==> src/rtl/accumulator_pkg.sv <==
// Shared DCIM width constants for the accumulator.
// The accumulator parameters default to these values.
package accumulator_pkg;

    localparam int unsigned DCIM_INPUT_WIDTH  = 27;
    localparam int unsigned DCIM_OUTPUT_WIDTH = 51;
    localparam int unsigned DCIM_CNT_WIDTH    = 8;

endpackage

==> src/rtl/accumulator.sv <==
// MSB-first shift-and-add accumulator with a sticky overflow flag and a saturating step counter.
// Each non-start cycle computes acc = (acc << 1) + psum_in, wrapping modulo 2^OUTPUT_WIDTH.
module accumulator
    import accumulator_pkg::*;
#(
    parameter int unsigned INPUT_WIDTH  = DCIM_INPUT_WIDTH,
    parameter int unsigned OUTPUT_WIDTH = DCIM_OUTPUT_WIDTH,
    parameter int unsigned CNT_WIDTH    = DCIM_CNT_WIDTH
) (
    input  logic                    clk,
    input  logic                    rst,
    input  logic                    start_acc,
    input  logic [INPUT_WIDTH-1:0]  psum_in,
    output logic [OUTPUT_WIDTH-1:0] nout,
    output logic                    ovf,
    output logic [CNT_WIDTH-1:0]    step_cnt
);

    logic [OUTPUT_WIDTH:0]   sum_c;
    logic [OUTPUT_WIDTH-1:0] acc_next;
    logic                    ovf_next;
    logic [CNT_WIDTH-1:0]    cnt_next;

    // One extra bit on the shift-add exposes the carry out of the accumulator width.
    always_comb begin
        sum_c    = '0;
        acc_next = nout;
        ovf_next = ovf;
        cnt_next = step_cnt;
        if (start_acc) begin
            acc_next = '0;
            ovf_next = 1'b0;
            cnt_next = '0;
        end else begin
            sum_c    = (OUTPUT_WIDTH+1)'({nout[OUTPUT_WIDTH-2:0], 1'b0})
                     + (OUTPUT_WIDTH+1)'(psum_in);
            acc_next = sum_c[OUTPUT_WIDTH-1:0];
            ovf_next = ovf | nout[OUTPUT_WIDTH-1] | sum_c[OUTPUT_WIDTH];
            cnt_next = (step_cnt == {CNT_WIDTH{1'b1}}) ? step_cnt
                                                       : step_cnt + CNT_WIDTH'(1);
        end
    end

    always_ff @(posedge clk or posedge rst) begin
        if (rst) begin
            nout     <= '0;
            ovf      <= 1'b0;
            step_cnt <= '0;
        end else begin
            nout     <= acc_next;
            ovf      <= ovf_next;
            step_cnt <= cnt_next;
        end
    end

endmodule

==> config.mk <==
export PLATFORM = sky130hd
export DESIGN_NAME = accumulator
export DESIGN_NICKNAME = d
export VERILOG_FILES = /design/src/rtl/accumulator_pkg.sv /design/src/rtl/accumulator.sv
export SDC_FILE = /design/constraint.sdc
export NUM_CORES = 1
export LEC_CHECK = 0
export CAP_MARGIN = 20
export CORE_MARGIN = 1.5
export CORE_UTILIZATION = 51
export DETAILED_ROUTE_END_ITERATION = 7
export GPL_TIMING_DRIVEN = 0
export PLACE_DENSITY_LB_ADDON = 0.05
export SLEW_MARGIN = 10
export SYNTH_ARGS = -nofsm -noshare
export SYNTH_HDL_FRONTEND = slang
export SYNTH_SLANG_ARGS = --single-unit
==> constraint.sdc <==
create_clock -name clk -period 3.8 [get_ports clk]
set_input_delay 0.38 -clock clk [delete_from_list [all_inputs] [get_ports clk]]
set_output_delay 0.38 -clock clk [all_outputs]
set_load 0.1 [all_outputs]
## Word-level counts from Yosys, hierarchy flattened

Index checks and enable logic that the tools add are counted.

| storage, ports and cells | value |
|---|---|
| bits in registers | 60 |
| latch bits | 0 |
| RAM bits | 0 |
| bits in read-only memories | 0 |
| bits of input ports | 30 |
| output and inout bits | 60 |
| logic and storage cells | 13 |
| memories kept | 0 |

| operators by class | value |
|---|---|
| add/subtract/negate cells | 2 |
| multiply operators | 0 |
| div/mod/pow operators | 0 |
| $lt $le $gt $ge | 0 |
| equal/unequal tests | 2 |
| shifts and indexed selects | 0 |
| muxes and demuxes | 4 |
| bitwise operators | 2 |
| reductions and logical operators | 0 |

Operators by type and width:

| cell | count |
|---|---|
| 51-bit by 27-bit adder with 52-bit output | 1 |
| 51-bit 2-to-1 mux | 1 |
| 8-bit 2-to-1 mux | 2 |
| 8-bit by 1-bit adder with 8-bit output, second input constant | 1 |
| 8-bit equality test, second input constant | 1 |
| 2-bit inequality test, second input constant | 1 |
| 1-bit bitwise OR | 2 |
| 1-bit 2-to-1 mux | 1 |

## Logic depth before layout (Yosys ltp)

| logic depth | value |
|---|---|
| word-level depth | 3 |
| depth in mapped cells | 12 |
| depth with buffers taken out | 11 |

## Least setup slack after synthesis

Ideal clock, no wire load.

| timing | value |
|---|---|
| path kind | register to register |
| start point | reg nout[0] |
| end point | reg nout[31] |
| library setup time | 0.125 ns |
| arrival | 3.502 ns |
| required time | 3.675 ns |
| path slack | 0.174 ns |
| cell stages (with the launch flop) | 12 |
| path buffers | 0 |
| clock period less this slack | 3.626 ns |
| cells stage by stage | dfrtp_1 > ha_1 > inv_1 > fa_1 > nor2b_1 > o2111ai_1 > a211oi_1 > nor2_1 > o31ai_2 > a31oi_1 > nor3b_1 > mux2_2 |

| between the ends | value |
|---|---|
| longest elaborated chain between the ends | 2 |

Ends and longest elaborated chain:

| item | line | text |
|---|---|---|
| start, declared | accumulator.sv:14 | `output logic [OUTPUT_WIDTH-1:0] nout,` |
| start signal, assigned | accumulator.sv:50 | `nout <= acc_next;` |
| 51-bit by 27-bit adder with 52-bit output | accumulator.sv:36 | `+ (OUTPUT_WIDTH+1)'(psum_in);` |
| 51-bit 2-to-1 mux | accumulator.sv:30 | `if (start_acc) begin` |
| net acc_next[31] | accumulator.sv:20 | `logic [OUTPUT_WIDTH-1:0] acc_next;` |

The timed path passes the listed nets, and every way through them passes these cells.
A chain may end at the register's enable or synchronous reset.

## Worst setup path in the final report

| timing | value |
|---|---|
| start point | in psum_in[1] |
| end point | reg nout[49] |

| between the ends | value |
|---|---|
| longest elaborated chain between the ends | 2 |

Ends and longest elaborated chain:

| item | line | text |
|---|---|---|
| start, declared | accumulator.sv:13 | `input logic [INPUT_WIDTH-1:0] psum_in,` |
| 51-bit by 27-bit adder with 52-bit output | accumulator.sv:36 |  |
| 51-bit 2-to-1 mux | accumulator.sv:30 |  |
| net acc_next[49] | accumulator.sv:20 |  |

The timed path passes the listed nets, and every way through them passes these cells.

==> metrics.cfg <==
[outcome]
status = finished clean

[timing]
max_freq_mhz = 284
slew_headroom_pct = 32.0
min_period_over_period_pct = 92.6
setup_tns_ps = 0
setup_viol = 0
slew_viol_final = 0
finalCriticalPeriod_ps = 3520
clock_skew_ps = 9.62
rsz0062_at_grt = no
hold_violations = 0
worst_pin_slew_ps = 1020

[synth]
ys_ff_latch = 60
synth-edff-count = 0
synth_top_area_share_pct = 38.4
yosys_warnings = 0
synth_cell_types = 50
syn-instance-count = 440
synth_seq_area_share_pct = 38.4
synth_nets = 498
syn_area_sq_mm = 0.00391
synth.most_common_cell = dfrtp_1
ys.flop_type = dfrtp_1
synth_top_area_cell = dfrtp_1
synth.avg_cell_area_sq_um = 8.89
ys_top_cells_by_count = dfrtp_1 (60), a21oi_1 (47), nor2_1 (38)
ys_async_sr_fraction_pct = 100
synth.area.top_cells = dfrtp_1 (38%), ha_1 (8.6%), a21oi_1 (6.0%)

[layout]
nNetsFinal = 600
nFillCells = 572
drive_gt1_share_pct = 4.94
antenna_cells = 0
seq_area_sq_mm = 0.00150
final_util_pct = 71.0
multi_input_area_sq_mm = 0.00231
fin_cells = 646
area_growth_syn_to_layout_pct = 32.9

[clocking]
clkSinkCount = 60
clockBufferDepth = 2
cts_tree = yes
cts_buffers = 9
cts_hold_buf = 0
clk_latency_ps = 340
cts_max_level = 3
clkTransAtPathRegs_ps = 80
clock_tree.root_cell = clkbuf_8

[global_route]
grt_antenna_before_repair = 0
grt_first_pass_wirelength_mm = 17.2
overflow = 0
grt_use_total_pct = 25.6
first_global_vias = 3748
grt_max_degree = 61

[route]
totalWireLength_mm = 10.5
ant_nets = 0
drt_pass1_iterations = 5
vias = 3864
wl_per_cell_um = 16.2
vias_per_cell = 5.98
drc = 0
initialDrtViolationCount = 156

[critical_path]
cp-end-kind = flop
arrival_ps = 3780
cp.required_ps = 4060
critPathMaxFanout = 10
timing.reg2reg.setup_slack_ps = 440
cp-start-kind = input pin
worstSetupPathType = in2reg

[placement]
dp_hpwl_mm = 7.43
place.gp.congestion = 0.864
placed_cells = 628
port-buffer-count = 89

[die]
ios = 90
die_x_um = 90.6
die_h_um = 90.6
die-area_sq_mm = 0.00821
start_util_pct = 53.4
row_count = 31
core_sq_mm = 0.00733

[power_and_ir_drop]
powerDensity_mw_per_mm2 = 729
total_power_mw = 3.79
leakagePower_nw = 2.17
peakVddDrop_uv = 242

[worst_hold_path]
hp-class = in2async

[flow_run]
cap_violations = 0

## worst max-delay path: stages
cell and delay [ps]:
clkdlybuf4s50_1 460, ha_1 190, inv_1 70, fa_1 380
nor2b_1 220, o2111ai_1 200, a211oi_2 320, o211ai_1 160
o211ai_1 210, buf_4 170, a21oi_1 170, buf_1 300
or3_1 410, a21oi_1 140
## metrics by stage
stage | area, sq um | hold WS (ps) | setup WS [ps]
finish | 5200 | 500 | 280
global route | 5200 | 538 | 53.8
CTS | 5170 | 506 | 63.8
detailed placement | 4930 | 491 | -243
global placement | 4930 | 486 | -168
floorplan | 3910 | 518 | 174
## worst paths after layout
check / start / to / cells past startpoint
max reg2reg: nout[0] / nout[49] / 13
min reg2reg: ovf / ovf / 1
min in group clk: ovf / ovf / 1
min: rst / nout[5] / 2
max in group asynchronous: rst / nout[2] / 2
max: psum_in[1] / nout[49] / 14
## layout by cell type (no fill, tap or decap), drive strengths merged, types with 5 or more instances in the layout
cell type,instances
and3,8
nand4,10
xnor2,12
a211oi,5
inv,8
a21o,19
nor3,5
nand2,26
o21ai,27
buf,5
a31oi,8
nor2b,8
o21a,5
ha,27
xor2,10
nor2,39
clkbuf,32
clkdlybuf4s50,89
dfrtp,60
or3,12
nand2b,5
nand3,20
or4,9
o31ai,10
a21oi,47
## layout make-up
cell class / count / area share, %
inverter: 8 / 0.625
tap: 99 / 2.38
multi-input combinational: 350 / 44.4
timing repair buffer: 91 / 17.4
clock inverter: 3 / 1.30
clock buffer: 13 / 3.25
buffer: 22 / 1.73
sequential: 60 / 28.9
## per-layer routing
| metal | global-route usage, % | vias to the layer above | wire length, um |
|---|---|---|---|
| li1 | - | 1846 | - |
| met1 | 33.3 | 1847 | 4520 |
| met2 | 43.2 | 148 | 5200 |
| met3 | 3.28 | 23 | 568 |
| met4 | 10.2 | 0 | 206 |
| met5 | 0 | - | 0 |
## power breakdown
group,switching [mW],total [mW],internal [mW]
sequential,0.0855,0.837,0.752
clock,0.265,0.689,0.424
combinational,1.60,2.27,0.665
total,1.95,3.79,1.84
## what timing repair did
action / CTS / global route
setup endpoints to repair: 0 / 11
resized for setup: 0 / 4
setup buffers: 0 / 2
## sequential cells by signal, indices dropped and copies added, names as in the netlist
name,flops
step_cnt,8
ovf,1
nout,51
## kinds of logic after synthesis
group	share of synthesized area [%]
AND/OR/NAND/NOR	21.0
AO/OA/AOI/OAI	22.9
flip-flops	38.4
buffers and inverters	3.07
adder cells (fa/ha/maj)	9.15
XOR/XNOR	4.92
multiplexers	0.544
Power figures use the tool's default switching activity.
